`src/rtl/sg_read_sequencer.sv`:
```
// Scatter-gather read sequencer: buffers segment descriptors, splits each segment into
// bounded memory-read requests and reports per-frame byte count and sticky error.
module sg_read_sequencer #(
    parameter int ADDR_WIDTH  = 32,
    parameter int LEN_WIDTH   = 16,
    parameter int MAX_REQ_LEN = 2048,
    parameter int DESC_DEPTH  = 4
) (
    input  logic                  clock,
    input  logic                  reset,
    input  logic                  seg_valid,
    output logic                  seg_ready,
    input  logic [ADDR_WIDTH-1:0] seg_addr,
    input  logic [LEN_WIDTH-1:0]  seg_len,
    input  logic                  seg_last,
    output logic                  mr_start,
    output logic [ADDR_WIDTH-1:0] mr_addr,
    output logic [LEN_WIDTH-1:0]  mr_len,
    output logic                  mr_cont,
    input  logic                  mr_busy,
    input  logic                  mr_done,
    input  logic                  mr_error,
    output logic                  frame_done,
    output logic                  frame_error,
    output logic [31:0]           frame_bytes,
    output logic                  idle
);

    localparam int PTR_W = $clog2(DESC_DEPTH);

    // A request limit at or beyond the length range means segments are never split.
    localparam logic [LEN_WIDTH:0] LEN_SPAN = {1'b1, {LEN_WIDTH{1'b0}}};
    localparam logic [LEN_WIDTH:0] MAX_CMP  =
        (64'(MAX_REQ_LEN) >= (64'd1 << LEN_WIDTH)) ? LEN_SPAN : (LEN_WIDTH+1)'(MAX_REQ_LEN);

    typedef struct packed {
        logic [ADDR_WIDTH-1:0] addr;
        logic [LEN_WIDTH-1:0]  len;
        logic                  last;
    } seg_desc_t;

    typedef enum logic [1:0] {IDLE, ISSUE, WAIT} state_t;

    seg_desc_t             fifo_mem [DESC_DEPTH];
    seg_desc_t             desc_in;
    seg_desc_t             head;
    logic [PTR_W-1:0]      wr_ptr, rd_ptr;
    logic [PTR_W:0]        count;
    logic                  full, empty, push, pop;

    state_t                state, state_d;
    logic                  issue, chunk_done, last_chunk, frame_end;
    logic [ADDR_WIDTH-1:0] cur_addr;
    logic [LEN_WIDTH-1:0]  remaining, chunk_len, chunk_c;
    logic                  cur_last, err_sticky, err_n;
    logic [31:0]           byte_acc, acc_n;

    assign desc_in   = '{addr: seg_addr, len: seg_len, last: seg_last};
    assign head      = fifo_mem[rd_ptr];
    assign full      = (count == (PTR_W+1)'(DESC_DEPTH));
    assign empty     = (count == '0);
    assign seg_ready = !full && !reset;
    assign push      = seg_valid && seg_ready;
    assign idle      = empty && (state == IDLE);

    always_ff @(posedge clock) begin
        if (push) fifo_mem[wr_ptr] <= desc_in;
    end

    always_ff @(posedge clock) begin
        if (reset) begin
            wr_ptr <= '0;
            rd_ptr <= '0;
            count  <= '0;
        end else begin
            if (push) wr_ptr <= wr_ptr + PTR_W'(1);
            if (pop)  rd_ptr <= rd_ptr + PTR_W'(1);
            case ({push, pop})
                2'b10:   count <= count + (PTR_W+1)'(1);
                2'b01:   count <= count - (PTR_W+1)'(1);
                default: count <= count;
            endcase
        end
    end

    assign chunk_c    = ({1'b0, remaining} > MAX_CMP) ? MAX_CMP[LEN_WIDTH-1:0] : remaining;
    assign last_chunk = (remaining == chunk_len);
    assign frame_end  = chunk_done && last_chunk && cur_last;
    assign err_n      = err_sticky | mr_error;
    assign acc_n      = byte_acc + 32'(chunk_len);

    always_ff @(posedge clock) begin
        if (reset) state <= IDLE;
        else       state <= state_d;
    end

    always_comb begin
        state_d    = state;
        pop        = 1'b0;
        issue      = 1'b0;
        chunk_done = 1'b0;
        case (state)
            IDLE: begin
                if (!empty) begin
                    pop = 1'b1;
                    // Zero-length segments are consumed in place without a request.
                    if (head.len != '0) state_d = ISSUE;
                end
            end
            ISSUE: begin
                if (!mr_busy) begin
                    issue   = 1'b1;
                    state_d = WAIT;
                end
            end
            WAIT: begin
                if (mr_done) begin
                    chunk_done = 1'b1;
                    state_d    = last_chunk ? IDLE : ISSUE;
                end
            end
            default: state_d = IDLE;
        endcase
    end

    always_ff @(posedge clock) begin
        if (reset) begin
            cur_addr    <= '0;
            remaining   <= '0;
            cur_last    <= 1'b0;
            chunk_len   <= '0;
            err_sticky  <= 1'b0;
            byte_acc    <= '0;
            mr_start    <= 1'b0;
            mr_addr     <= '0;
            mr_len      <= '0;
            mr_cont     <= 1'b0;
            frame_done  <= 1'b0;
            frame_error <= 1'b0;
            frame_bytes <= '0;
        end else begin
            mr_start   <= issue;
            frame_done <= 1'b0;
            if (pop) begin
                cur_addr  <= head.addr;
                remaining <= head.len;
                cur_last  <= head.last;
                if (head.len == '0) begin
                    if (head.last) begin
                        frame_done  <= 1'b1;
                        frame_error <= 1'b1;
                        frame_bytes <= byte_acc;
                        err_sticky  <= 1'b0;
                        byte_acc    <= '0;
                    end else begin
                        err_sticky  <= 1'b1;
                    end
                end
            end
            if (issue) begin
                chunk_len <= chunk_c;
                mr_addr   <= cur_addr;
                mr_len    <= chunk_c;
                mr_cont   <= !(cur_last && (remaining == chunk_c));
            end
            if (chunk_done) begin
                cur_addr  <= cur_addr + ADDR_WIDTH'(chunk_len);
                remaining <= remaining - chunk_len;
                if (frame_end) begin
                    frame_done  <= 1'b1;
                    frame_error <= err_n;
                    frame_bytes <= acc_n;
                    err_sticky  <= 1'b0;
                    byte_acc    <= '0;
                end else begin
                    err_sticky  <= err_n;
                    byte_acc    <= acc_n;
                end
            end
        end
    end

endmodule
```
`config.mk`:
```
export PLATFORM = sky130hd
export DESIGN_NAME = sg_read_sequencer
export DESIGN_NICKNAME = d
export VERILOG_FILES = /design/src/rtl/sg_read_sequencer.sv
export SDC_FILE = /design/constraint.sdc
export NUM_CORES = 1
export LEC_CHECK = 0
export CAP_MARGIN = 0
export CORE_UTILIZATION = 52
export DETAILED_ROUTE_END_ITERATION = 6
export PLACE_DENSITY = 0.76
export SLEW_MARGIN = 20
export SYNTH_ARGS = -nofsm -noshare
export SYNTH_HDL_FRONTEND = slang
export SYNTH_SLANG_ARGS = --single-unit
```
`constraint.sdc`:
```
create_clock -name clock -period 2.8 [get_ports clock]
set_clock_uncertainty 0.15 [all_clocks]
set_input_delay 0.56 -clock clock [delete_from_list [all_inputs] [get_ports clock]]
set_output_delay 0.56 -clock clock [all_outputs]
set_load 0.05 [all_outputs]
```
==> impl_metrics.py, run 1 <==
metrics = {
    "timing": {
        "finalWorstSetupSlack_ns": 0.0290,
        "fmax_ghz": 0.361,
        "worst_pin_slew_ns": 0.688,
        "layout_min_cycle_time_ns": 2.77,
        "rsz0062_at_grt": "true",
        "finalCritPeriodShare_pct": 99.0,
        "whs_ns": 0.305,
        "slew_viol_final": 0,
        "slew_headroom_pct": 54.2,
        "hold_viol": 0,
        "setup_viol_count_final": 0,
    },
    "global_route": {
        "grt_pass1_wl_um": 69500,
        "first_global_vias": 12700,
        "antenna_found_initial": 0,
        "grt-ovfl-total": 0,
        "track_usage_pct": 27.3,
        "grt_max_degree": 129,
    },
    "clock_network": {
        "clk_path_buf_depth": 3,
        "cts_sinks": 373,
        "htree_levels": 2,
        "clk_latency_ns": 0.55,
        "numCtsBuffers": 40,
        "tritoncts": "yes",
        "root_buffer": "clkbuf_16",
        "cts_hold_buffers": 0,
        "clkTransAtPathRegs_ns": 0.06,
    },
    "pwr": {
        "ir_drop_mv": 0.666,
        "pwr-share-comb_pct": 33.6,
        "p_clk_share_pct": 29.9,
        "p_seq_share_pct": 36.4,
        "intPower_uw": 12400,
        "p_sw_uw": 6060,
        "p_sw_share_pct": 32.7,
        "power_density_nw_per_um2": 863,
        "power.leakage_uw": 0.00767,
    },
    "drt": {
        "vias_per_cell": 6.16,
        "vias": 13200,
        "dr.pass1.iters": 5,
        "detail_route.iter0.violations": 1181,
        "wl_um": 45500,
        "ant_nets": 0,
        "drcViolationCount": 0,
        "wl_per_cell_um": 21.3,
    },
    "placed_design": {
        "port_buffers": 140,
        "dp_hpwl_um": 30800,
        "place.gp.congestion": 0.926,
        "place_ws_ns": -0.217,
    },
    "worst_hold_path": {
        "hold_depth": 2,
        "hp-start": "mr_addr[13]",
        "hold_path.class": "flop to flop",
    },
    "die": {
        "core_um2": 31600,
        "fp.dieArea_um2": 32700,
        "start_util_pct": 52.7,
        "die_h_um": 181,
        "die_w_um": 181,
        "num_rows": 65,
        "io_pins": 141,
    },
    "worst_setup_path": {
        "slowest_delay_ns": 0.56,
        "cp-end-kind": "flop",
        "critPathMostFrequentCell": "buf_12",
        "critPathKind": "flop to flop",
        "critPathRequiredTime_ns": 3.13,
        "arrival_ns": 3.10,
        "crit_chain": "buf_12, buf_12, mux4_2, nor4_4, and4_4, and3_4, buf_12, nor3_1, a311oi_1, o21a_1",
        "worst_path_max_delay_cell": "mux4_2",
        "path_max_fanout": 10,
        "critPathLaunchType": "flop",
        "worstRegToRegCells": 10,
    },
    "logic_synthesis": {
        "synth_compound_gate_area_share_pct": 15.8,
        "ys_ff_latch": 373,
        "async_reset_ff_share_pct": 0,
        "syn_inst": 1440,
        "synth-xor-area-share_pct": 2.42,
        "synthDistinctLibCells": 66,
        "yosysWarnings": 0,
        "seq_area_frac_synth_pct": 56.6,
        "synth-simple-area-share_pct": 10.8,
        "syn-num-nets": 1551,
        "synth_top_family_by_area": "compound AO/OA/AOI/OAI gates",
        "syn_area_per_cell_um2": 11.6,
        "synth_flop_cell": "edfxtp_1",
        "synth-edff-count": 196,
        "synth_mux_area_share_pct": 6.95,
        "synth_fa_ha_area_share_pct": 4.39,
        "synth_area_um2": 16600,
    },
    "layout": {
        "drive_above_1_share_pct": 21.0,
        "fill_cells": 2269,
        "antenna_cells": 0,
        "final_common_cell": "edfxtp_1",
        "layout.nets": 1813,
        "syn_to_final_growth_pct": 28.8,
        "layout_common_cells": "edfxtp_1, dfxtp_1, nand2_1",
    },
    "flow_run": {
        "cap_violations": 0,
    },
    "status": {
        "status": "completed",
    },
}
[what timing repair did]
action | in CTS | in global routing
resized for setup | 21 | 58
setup endpoints to repair | 73 | 82
pin swaps | 5 | 12
buffers inserted | 6 | 8
gates cloned | 0 | 1
[final timing paths]
kind / endpoint / slack, ns
min reg2reg: mr_addr[13] / 0.30
min: mr_addr[13] / 0.30
max: frame_bytes[19] / 0.03
max reg2reg: frame_bytes[19] / 0.03
[synth_stat cells, drive strengths merged, types with 4 or more instances]
library cell	number	area share (%)
dfxtp	177	21
a211oi	21	0.95
nand3b	5	0.23
o21bai	4	0.18
nand4	20	0.75
xnor2	22	1.2
ha	52	3.9
xor2	24	1.3
clkbuf	65	1.5
o311a	4	0.24
nand2	146	3.3
a31oi	23	0.86
o31ai	9	0.41
o21a	12	0.54
nor4	12	0.53
fa	4	0.48
or2	4	0.15
a41oi	5	0.26
a21boi	6	0.27
and3	21	0.79
buf	17	0.54
nor2	85	1.9
mux4	49	6.6
o221ai	12	0.63
o21ai	61	1.8
a22oi	24	1.1
and2	11	0.41
o22ai	20	0.75
a21oi	117	3.5
nor3	27	0.81
nor3b	4	0.18
or3	10	0.38
inv	43	0.97
o221a	7	0.47
o211ai	13	0.59
a311oi	14	0.74
a2111oi	8	0.42
nand3	26	0.78
a21o	23	1.0
edfxtp	196	35
[stage by stage]
| step | instance area [µm²] | total power, µW | utilization, % | setup TNS, ns | cells |
|---|---|---|---|---|---|
| 2_1_floorplan | 16700 | 10600 | - | 0 | 1440 |
| 3_3_place_gp | 19500 | 12500 | 61.9 | -1.66 | 2047 |
| 3_5_place_dp | 19500 | 12600 | 61.9 | -5.61 | 2047 |
| 4_1_cts | 21000 | 18300 | 66.7 | -0.131 | 2127 |
| 5_1_grt | 21400 | 19300 | 68.0 | -0.943 | 2136 |
| 6_report | 21400 | 18500 | 68.0 | 0 | 2136 |
[kinds of logic (layout without fill, tap and decap cells)]
kind of cell | count (synthesis) | in the layout
AOI/OAI and AO/OA | 402 | 402
and+or+nand+nor | 383 | 383
DFF | 373 | 373
buffers and inverters | 126 | 420
adders and majority gates | 56 | 56
muxes | 54 | 54
xor gates and xnor gates | 46 | 46
[state kept, by name, indices dropped and copies added (netlist names), named ones only]
name         flops
wr_ptr           2
cur_addr        32
count            3
frame_done       1
remaining       16
mr_addr         32
frame_error      1
state            2
byte_acc        32
frame_bytes     32
err_sticky       1
mr_start         1
mr_cont          1
rd_ptr           2
cur_last         1
fifo_mem       196
chunk_len       16
[final cells by class]
class                      count  area, µm²  share of cell area [%]
sequential                   373       9460                    44.1
clock inverter                31        360                    1.68
tap                          402        503                    2.35
clock buffer                  43       1030                    4.82
multi-input combinational    941       7070                    33.0
inverter                      44        165                   0.770
timing repair buffer         302       2850                    13.3
[power by group through the flow]
| stage | clock [µW] | sequential [µW] | combinational, µW |
|---|---|---|---|
| 6_report | 5540 | 6740 | 6230 |
| 5_1_grt | 5840 | 6800 | 6710 |
| 4_1_cts | 5600 | 6750 | 5910 |
| 3_5_place_dp | 0 | 6870 | 5740 |
| 3_3_place_gp | 0 | 6850 | 5680 |
| 2_1_floorplan | 0 | 6830 | 3740 |
[metal layers]
layer	wire length (µm)	up-vias	part of all wire, %	track usage (%)
met5	0	-	0	0
met4	1430	0	3.1	9.71
met3	3340	110	7.3	4.74
met2	21800	601	48	45.1
met1	18900	6433	42	36.3
li1	-	6021	-	-
[worst max-delay path: cells and delay by family (launching register included)]
family	cells	cell delay (ns)
AOI/OAI and AO/OA	2	0.39
muxes	1	0.56
buffers and inverters	3	0.37
DFF	1	0.36
and+or+nand+nor	4	0.88
(Power assumes the default switching activity.)
==> run 2: changes to the inputs <==
--- a/config.mk
+++ b/config.mk
@@ -9,7 +9,7 @@
 export CORE_UTILIZATION = 52
 export DETAILED_ROUTE_END_ITERATION = 6
 export PLACE_DENSITY = 0.76
-export SLEW_MARGIN = 20
+export SLEW_MARGIN = 10
 export SYNTH_ARGS = -nofsm -noshare
 export SYNTH_HDL_FRONTEND = slang
 export SYNTH_SLANG_ARGS = --single-unit
==> results of run 2 <==
The final DEF is identical to that of run 1; final timing and power are the same.
